### src/rtl/tick_monitor.sv
// Synchronises a slow square wave into clk, emits rise/fall ticks, measures half-periods
// and tracks lock/lost/error status. Define TICK_MON_HIST_EN to add min_half/max_half tracking.
module tick_monitor #(
    parameter int unsigned NOMINAL_HALF = 20_000_000,
    parameter int unsigned TOL          = 1_000,
    parameter int unsigned LOCK_COUNT   = 4,
    parameter int unsigned CNT_W        = 26,
    parameter int unsigned SYNC_STAGES  = 2
) (
    input  logic             clk,
    input  logic             reset,
    input  logic             slow_in,
    input  logic             clear_err,
    output logic             tick_rise,
    output logic             tick_fall,
    output logic [CNT_W-1:0] half_period,
    output logic             period_valid,
    output logic             locked,
    output logic             lost,
    output logic             too_fast,
`ifdef TICK_MON_HIST_EN
    output logic             too_slow,
    output logic [CNT_W-1:0] min_half,
    output logic [CNT_W-1:0] max_half
`else
    output logic             too_slow
`endif
);

    localparam int unsigned W1   = CNT_W + 1;
    localparam int unsigned GC_W = $clog2(LOCK_COUNT + 1);

    localparam logic [CNT_W-1:0] CNT_MAX = {CNT_W{1'b1}};
    localparam logic [CNT_W-1:0] TIMEOUT = CNT_W'(2 * (NOMINAL_HALF + TOL));
    localparam logic [W1-1:0]    LO_LIM  = W1'((NOMINAL_HALF > TOL) ? (NOMINAL_HALF - TOL) : 0);
    localparam logic [W1-1:0]    HI_LIM  = W1'(NOMINAL_HALF + TOL);
    localparam logic [GC_W-1:0]  GC_LOCK = GC_W'(LOCK_COUNT);

    typedef enum logic [1:0] {
        ST_ACQUIRE,
        ST_MEASURE,
        ST_LOCKED,
        ST_LOST
    } state_t;

    state_t                 state_q, state_d;
    logic [SYNC_STAGES-1:0] sync_q, sync_d;
    logic                   det_q, det_d;
    logic                   det_prev_q, det_prev_d;
    logic [CNT_W-1:0]       cnt_q, cnt_d;
    logic [GC_W-1:0]        good_cnt_q, good_cnt_d;
    logic [CNT_W-1:0]       half_period_q, half_period_d;
    logic                   period_valid_q, period_valid_d;
    logic                   tick_rise_q, tick_rise_d;
    logic                   tick_fall_q, tick_fall_d;
    logic                   locked_q, locked_d;
    logic                   lost_q, lost_d;
    logic                   too_fast_q, too_fast_d;
    logic                   too_slow_q, too_slow_d;
`ifdef TICK_MON_HIST_EN
    logic [CNT_W-1:0]       min_half_q, min_half_d;
    logic [CNT_W-1:0]       max_half_q, max_half_d;
`endif

    logic             edge_c;
    logic [W1-1:0]    meas_c;
    logic [CNT_W-1:0] meas_sat_c;
    logic             fast_c;
    logic             slow_c;
    logic             good_c;
    logic [GC_W-1:0]  gc_inc_c;

    // Edge is seen between the edge-detect register and its delayed copy.
    assign edge_c     = det_q ^ det_prev_q;
    assign meas_c     = {1'b0, cnt_q} + W1'(1);
    assign meas_sat_c = meas_c[CNT_W] ? CNT_MAX : meas_c[CNT_W-1:0];
    assign fast_c     = (meas_c < LO_LIM);
    assign slow_c     = (meas_c > HI_LIM);
    assign good_c     = !fast_c && !slow_c;
    assign gc_inc_c   = good_cnt_q + GC_W'(1);

    always_comb begin
        state_d        = state_q;
        sync_d         = {sync_q[SYNC_STAGES-2:0], slow_in};
        det_d          = sync_q[SYNC_STAGES-1];
        det_prev_d     = det_q;
        cnt_d          = cnt_q;
        good_cnt_d     = good_cnt_q;
        half_period_d  = half_period_q;
        period_valid_d = 1'b0;
        tick_rise_d    = 1'b0;
        tick_fall_d    = 1'b0;
        too_fast_d     = too_fast_q;
        too_slow_d     = too_slow_q;
`ifdef TICK_MON_HIST_EN
        min_half_d     = min_half_q;
        max_half_d     = max_half_q;
`endif

        if (clear_err) begin
            too_fast_d = 1'b0;
            too_slow_d = 1'b0;
`ifdef TICK_MON_HIST_EN
            min_half_d = CNT_MAX;
            max_half_d = '0;
`endif
        end

        if (edge_c) begin
            tick_rise_d = det_q;
            tick_fall_d = !det_q;
            cnt_d       = '0;
            if (state_q == ST_ACQUIRE || state_q == ST_LOST) begin
                state_d    = ST_MEASURE;
                good_cnt_d = '0;
            end else begin
                // New errors are applied after the clear so they win.
                period_valid_d = 1'b1;
                half_period_d  = meas_sat_c;
                if (fast_c) too_fast_d = 1'b1;
                if (slow_c) too_slow_d = 1'b1;
`ifdef TICK_MON_HIST_EN
                if (meas_sat_c < min_half_d) min_half_d = meas_sat_c;
                if (meas_sat_c > max_half_d) max_half_d = meas_sat_c;
`endif
                if (good_c) begin
                    if (state_q == ST_MEASURE) begin
                        good_cnt_d = gc_inc_c;
                        if (gc_inc_c >= GC_LOCK) state_d = ST_LOCKED;
                    end
                end else begin
                    good_cnt_d = '0;
                    state_d    = ST_MEASURE;
                end
            end
        end else begin
            cnt_d = (cnt_q == CNT_MAX) ? cnt_q : cnt_q + CNT_W'(1);
            if (cnt_d == TIMEOUT && cnt_q != TIMEOUT && state_q != ST_LOST) begin
                state_d    = ST_LOST;
                good_cnt_d = '0;
            end
        end

        locked_d = (state_d == ST_LOCKED);
        lost_d   = (state_d == ST_LOST);
    end

    always_ff @(posedge clk) begin
        if (!reset) begin
            state_q        <= ST_ACQUIRE;
            sync_q         <= '0;
            det_q          <= 1'b0;
            det_prev_q     <= 1'b0;
            cnt_q          <= '0;
            good_cnt_q     <= '0;
            half_period_q  <= '0;
            period_valid_q <= 1'b0;
            tick_rise_q    <= 1'b0;
            tick_fall_q    <= 1'b0;
            locked_q       <= 1'b0;
            lost_q         <= 1'b0;
            too_fast_q     <= 1'b0;
            too_slow_q     <= 1'b0;
`ifdef TICK_MON_HIST_EN
            min_half_q     <= CNT_MAX;
            max_half_q     <= '0;
`endif
        end else begin
            state_q        <= state_d;
            sync_q         <= sync_d;
            det_q          <= det_d;
            det_prev_q     <= det_prev_d;
            cnt_q          <= cnt_d;
            good_cnt_q     <= good_cnt_d;
            half_period_q  <= half_period_d;
            period_valid_q <= period_valid_d;
            tick_rise_q    <= tick_rise_d;
            tick_fall_q    <= tick_fall_d;
            locked_q       <= locked_d;
            lost_q         <= lost_d;
            too_fast_q     <= too_fast_d;
            too_slow_q     <= too_slow_d;
`ifdef TICK_MON_HIST_EN
            min_half_q     <= min_half_d;
            max_half_q     <= max_half_d;
`endif
        end
    end

    assign tick_rise    = tick_rise_q;
    assign tick_fall    = tick_fall_q;
    assign half_period  = half_period_q;
    assign period_valid = period_valid_q;
    assign locked       = locked_q;
    assign lost         = lost_q;
    assign too_fast     = too_fast_q;
    assign too_slow     = too_slow_q;
`ifdef TICK_MON_HIST_EN
    assign min_half     = min_half_q;
    assign max_half     = max_half_q;
`endif

endmodule
### config.mk
export PLATFORM = sky130hd
export DESIGN_NAME = tick_monitor
export DESIGN_NICKNAME = d
export VERILOG_FILES = /design/src/rtl/tick_monitor.sv
export SDC_FILE = /design/constraint.sdc
export NUM_CORES = 1
export LEC_CHECK = 0
export BUFFER_PORTS_ARGS = -buffer_cell sky130_fd_sc_hd__buf_2
export CAP_MARGIN = 20
export CORE_AREA = 2 2 99 101
export DETAILED_ROUTE_END_ITERATION = 12
export DIE_AREA = 0 0 101 103
export PLACE_DENSITY = 0.66
export SYNTH_ARGS = -nofsm -noshare
export SYNTH_HDL_FRONTEND = slang
export SYNTH_SLANG_ARGS = --single-unit
### constraint.sdc
create_clock -name clk -period 6.5 [get_ports clk]
set_input_delay 1.625 -clock clk [delete_from_list [all_inputs] [get_ports clk]]
set_output_delay 1.625 -clock clk [all_outputs]
set_load 0.01 [all_outputs]
# Word-level counts from Yosys, hierarchy flattened
# Cells that the tools add are included.
dict set report classes {
  addsub 3
  n_lt_le_gt_ge 3
  n_eq_ne 9
  n_mux 22
  n_bitwise 3
  reduce_logical 13
}
# op count
set op_table {}
lappend op_table {{$eq 26x26->1 const B} 2}
lappend op_table {{$mux 26} 2}
lappend op_table {{$add 26x1->27 const B} 1}
lappend op_table {{$gt 27x25->1 const B} 1}
lappend op_table {{$lt 27x25->1 const B} 1}
lappend op_table {{$add 26x1->26 const B} 1}
lappend op_table {{$ne 26x26->1 const B} 1}
lappend op_table {{$mux 3} 5}
lappend op_table {{$mux 2} 6}
lappend op_table {{$mux 1} 9}
lappend op_table {{$eq 2x2->1 const B} 3}
lappend op_table {{$reduce_and 2->1} 3}
lappend op_table {{$ne 4x2->1 const B} 1}
lappend op_table {{$add 3x1->3 const B} 1}
lappend op_table {{$ge 3x3->1 const B} 1}
lappend op_table {{$logic_and 1x1->1} 3}
lappend op_table {{$logic_not 1->1} 3}
lappend op_table {{$eq 2x1->1 const B} 1}
lappend op_table {{$logic_not 2->1} 1}
lappend op_table {{$ne 2x2->1 const B} 1}
lappend op_table {{$not 1->1} 2}
lappend op_table {{$reduce_bool 2->1} 1}
lappend op_table {{$reduce_or 2->1} 1}
lappend op_table {{$logic_or 1x1->1} 1}
lappend op_table {{$xor 1x1->1} 1}
dict set report totals {
  reg_bits 68
  elab_cells 67
}

# Longest topological paths before layout
dict set report depth {
  ltp_word 8
  depth_mapped 13
  mapped_depth_nobuf 11
}

# Worst setup path after synthesis
# No wires, ideal clock.
dict set report synth_path {
  path_type {register to register}
  startpoint {register cnt_q[0]}
  endpoint {register good_cnt_q[0]}
  arrival_ns 2.833
  required_ns 6.372
  path_slack_ns 3.539
  stages_incl_launch_ff 13
  n_path_buf 2
  cell_sequence {dfxtp_1 > ha_1 > buf_2 > nand3_4 > or4_1 > buf_2 > nor4_4 > xor2_1 > nand3_1 > a2111oi_4 > nor2b_2 > a22oi_1 > nor2_1}
}
dict set report synth_between {
  elab_chain_cells 7
  elab_cells_between_ends 19
}
# element line
set synth_lines {}
lappend synth_lines {{from (decl)} 50} ;# logic [CNT_W-1:0] cnt_q, cnt_d;
lappend synth_lines {{from (signal assigned)} 173} ;# cnt_q <= cnt_d;
lappend synth_lines {{$add 26x1->27, or another cell as far along} 75} ;# assign meas_c = {1'b0, cnt_q} + W1'(1);
lappend synth_lines {{$lt 27x25->1, or another cell as far along} 77} ;# assign fast_c = (meas_c < LO_LIM);
lappend synth_lines {{$logic_not 1->1 or $eq 26x26->1 (tied branches)} {79, 138}}
lappend synth_lines {{$logic_and 1x1->1, on equally long branches} {79, 138}}
lappend synth_lines {{$mux 3 or $logic_and 1x1->1 (tied branches)} {126, 138}}
lappend synth_lines {{$mux 3 or $reduce_bool 2->1 (tied branches)} --}
lappend synth_lines {{$mux 3 or $reduce_and 2->1 (tied branches)} --}
lappend synth_lines {{to (signal assigned)} 174} ;# good_cnt_q <= good_cnt_d;
lappend synth_lines {{to (decl)} 51} ;# logic [GC_W-1:0] good_cnt_q, good_cnt_d;
# Parallel ways exist; a longest one is shown, timed or not.
# A chain may end at the register's enable or synchronous reset.

# Final worst setup path
dict set report layout_path {
  startpoint {register cnt_q[0]}
  endpoint {register lost_q (netlist: lost)}
}
dict set report layout_between {
  elab_chain_cells 8
  elab_cells_between_ends 18
}
# element line
set layout_lines {}
lappend layout_lines {{$add 26x1->27, or another cell as far along} 75}
lappend layout_lines {{$lt 27x25->1, or another cell as far along} 77}
lappend layout_lines {{$logic_not 1->1 or $eq 26x26->1 (tied branches)} {79, 138}}
lappend layout_lines {{$logic_and 1x1->1, on equally long branches} {79, 138}}
lappend layout_lines {{$mux 2 or $logic_and 1x1->1 (tied branches)} {126, 138}}
lappend layout_lines {{$mux 2, on equally long branches} {113, 138}}
lappend layout_lines {{$mux 2 *} 109} ;# if (edge_c) begin
lappend layout_lines {{$eq 2x2->1 *} 145} ;# lost_d = (state_d == ST_LOST);
lappend layout_lines {{to (signal assigned)} 180} ;# lost_q <= lost_d;
lappend layout_lines {{to (decl)} 57} ;# logic lost_q, lost_d;
# Every way passes the cells marked *; elsewhere a longest branch is shown, timed or not.

==> impl_results.md <==
- Type of the tightest min-delay check: reg -> reg
- Area leader, netlist: dfxtp_1
- WP buf/inv: 0
- Yosys cell types: 68
- Full die area: between 10000 and 15000 sq um
- Post-synth ARST share: 0
- Skew final: between 0.015 and 0.02 ns
- Crit-path max cell delay: 0.72 ns
- # clock sinks: 68
- ANT nets after route: 0
- DRC: 0
- Power Density: 218 nW/um^2
- Post-synth EDFFs: 0
- R2R cell count: 10
- End of the worst hold path: det_prev_d
- Num rows: 36
- Crit Reg-Reg Startpoint: cnt_q[0]
- Synth Flop Type: dfxtp_1
- Peak supply drop: 0.112 mV
- Vias in the first global route: 2966
- Worst Min Path Start: sync_q[1]
- Layout cells sized above 1: 0.162
- Setup CP Type: reg -> reg
- Core Area: around 9500 sq um
- Tightest Pin Transition: ~0.96 ns
- Mapped Nets: 452
- Stages on the worst setup path: 10
- Gate Count Post-Synth: 441
- Worst skew pair latency: roughly 0.36 ns
- Post-CTS Hold Fix Bufs: 0
- Status: complete, no violations
- Yosys reg bits: 68
- Crit. End Element: flip-flop
- FILL cells: 936
- Slowest cell on crit path: or4_1
- DRT Wirelength: about 9300 um
- Routed vias/inst: 5.71
- LEAKAGE: 0.00156 uW
- Delay-heaviest family, CP: simple AND/OR/NAND/NOR gates
- Top-area cell type share of the netlist area: 0.374
- Post-Syn Area: between 3000 and 4000 sq um
- CTS resizes: 0
- FF-to-FF End: lost
- Remaining global-route overflow: 0
- Max-slew violations: 0
- Synth-to-Final Area Change: 12.6%
- Largest net degree at the start of global routing: 47
- Final hold violations: 0
- Hpwl dp: 6610 um
- Tcrit/Tclk final: 0.550
- FF-to-FF setup slack: 2.93 ns
- Period minus WS final: 3.57 ns
- Power Total: approximately 890 uW
- Chip height: 103 um
- Hold depth: 1
- Starting DRT DRC Count: 230
- Area of the multi-input gates: 2080 sq um
- Top Ports: 37
- # diodes: 0
- Routed vias: roughly 3300
- CP Launch Type: flip-flop
- CTS HTree Levels: 3
- Crit-path cells: ha_1, nand3_4, or4_1, nor3_1, o211ai_1, a21o_1, nor3_1, o21ba_1, a31oi_1, a21oi_1
- First-pass GRT wire length: approximately 15000 um
- Final instance area: 4100 sq um
- TritonCTS Buffers: 9
- Most frequent CP cell: nor3_1
- Pre-antenna DRT Iters: 5
- Worst-path clk slew: 0.09 ns
- Die Wd: between 100 and 150 um
- Clk root buf: clkbuf_8
- DR WL/cell: between 15 and 20 um
- Register area: 1360 sq um
- Initial core utilization: 0.385
- Seq/Total Area, Yosys: 0.374
- Setup-failing EPs final: 0
- WP data arrival: 3.86 ns
- Clock tree buffer depth: 2
- Req. time, crit path: 6.79 ns
- Setup repair bufs after CTS: 0
- Gr usage total: 0.184
- Port buffer count: 36
- Nets: 469
- Synthesized area per cell: 8.26 sq um
- CP max FO: 10
- CTS tree: built
- YS warnings: 0
- Initial antenna violation count: 0
- Routability congestion estimate: ~0.95
- Fin Setup TNS: 0 ns
- Worst slew margin: 0.358
- Synth area leaders: dfxtp_1 37%, nor2_1 8.6%, xor2_1 3.8%
- RSZ-0062 raised after global routing: no
- Fmax: 0.280 GHz
- Post-DP Area: 3820 sq um
- Max Cap Viol: 0
-- cell families (layout without fill, tap and decap cells) --
logic type	Yosys count	in the layout	share of synthesized area
xor+xnor	23	23	0.0553
simple gates	208	208	0.313
fa+ha+maj	7	7	0.0241
buf+inv	46	68	0.0564
flops	68	68	0.374
mux	2	2	0.00584
compound gates	87	87	0.172
-- state kept, by name, indices dropped and copies added (netlist names), 2 cells and up --
name	count
state_q	2
cnt_q	26
sync_q	2
half_period	26
good_cnt_q	3
-- layout by cell type, fill, tap and decap left out, types with 4 or more instances in the layout --
cell | netlist | layout
or3_1 | 4 | 4
a22oi_1 | 4 | 4
a211oi_1 | 16 | 16
buf_2 | 5 | 36
a31oi_1 | 5 | 5
o21ai_0 | 9 | 9
nor3_1 | 9 | 9
nor2b_1 | 6 | 6
xnor2_1 | 7 | 7
nand2_1 | 19 | 19
or4_1 | 6 | 6
nand4_1 | 11 | 11
xor2_1 | 16 | 16
and3_1 | 4 | 4
a21o_1 | 4 | 4
ha_1 | 7 | 7
nor4_1 | 9 | 9
dfxtp_1 | 68 | 68
inv_1 | 13 | 13
a311oi_1 | 5 | 5
clkbuf_8 | 0 | 9
a21oi_1 | 18 | 18
nor4_2 | 4 | 4
nand3_1 | 18 | 18
and2_1 | 8 | 8
nor2_1 | 83 | 82
-- worst max-delay path by stage --
stage,startpoint,end,slack (ns)
after floorplan,cnt_q[0],good_cnt_q[0],3.54
after CTS,cnt_q[0],state_q[0],2.95
after global routing,cnt_q[0],lost,2.56
final,cnt_q[0],lost,2.93
after detailed placement,cnt_q[0],state_q[0],2.97
after global placement,reset,too_slow,3.06
-- through the flow --
step,std cells,hold WS [ns],setup slack (ns),utilization
after floorplan,441,0.412,3.54,-
after global placement,560,0.419,3.06,0.404
after detailed placement,560,0.423,2.97,0.404
after CTS,576,0.443,2.95,0.431
after global routing,577,0.449,2.56,0.433
final,577,0.439,2.93,0.433
-- cell usage after synthesis, drive strengths merged (4+ instances only) --
cell type / instances
and3: 4
xor2: 16
inv: 13
a21o: 4
nand2: 19
and2: 9
xnor2: 7
or4: 6
buf: 10
nor2: 83
nor3: 10
a22oi: 4
a31oi: 5
a211oi: 16
nand3: 21
a21oi: 18
a311oi: 5
o21ai: 12
nor2b: 7
clkbuf: 23
or3: 4
nor4: 14
dfxtp: 68
nand4: 12
ha: 7
-- final cells by class --
| cell class | count | share of cell area |
|---|---|---|
| Inverter | 13 | 0.0119 |
| Multi-Input combinational cell | 327 | 0.507 |
| Tap cell | 114 | 0.0348 |
| Timing Repair Buffer | 39 | 0.0543 |
| Sequential cell | 68 | 0.332 |
| Clock buffer | 9 | 0.0302 |
| Clock inverter | 7 | 0.0302 |
-- layer usage --
metal,GRT usage,routed length [um]
met1,0.246,4350
met5,0,0
met4,0.0759,222
met2,0.294,4260
met3,0.0366,501
-- power by group --
part	switching, uW	internal, uW	total [uW]
clock	177	257	434
combinational	21.0	11.5	32.5
sequential	5.18	421	426
total	203	689	892
Note: power is estimated with default switching activity, not from simulation.
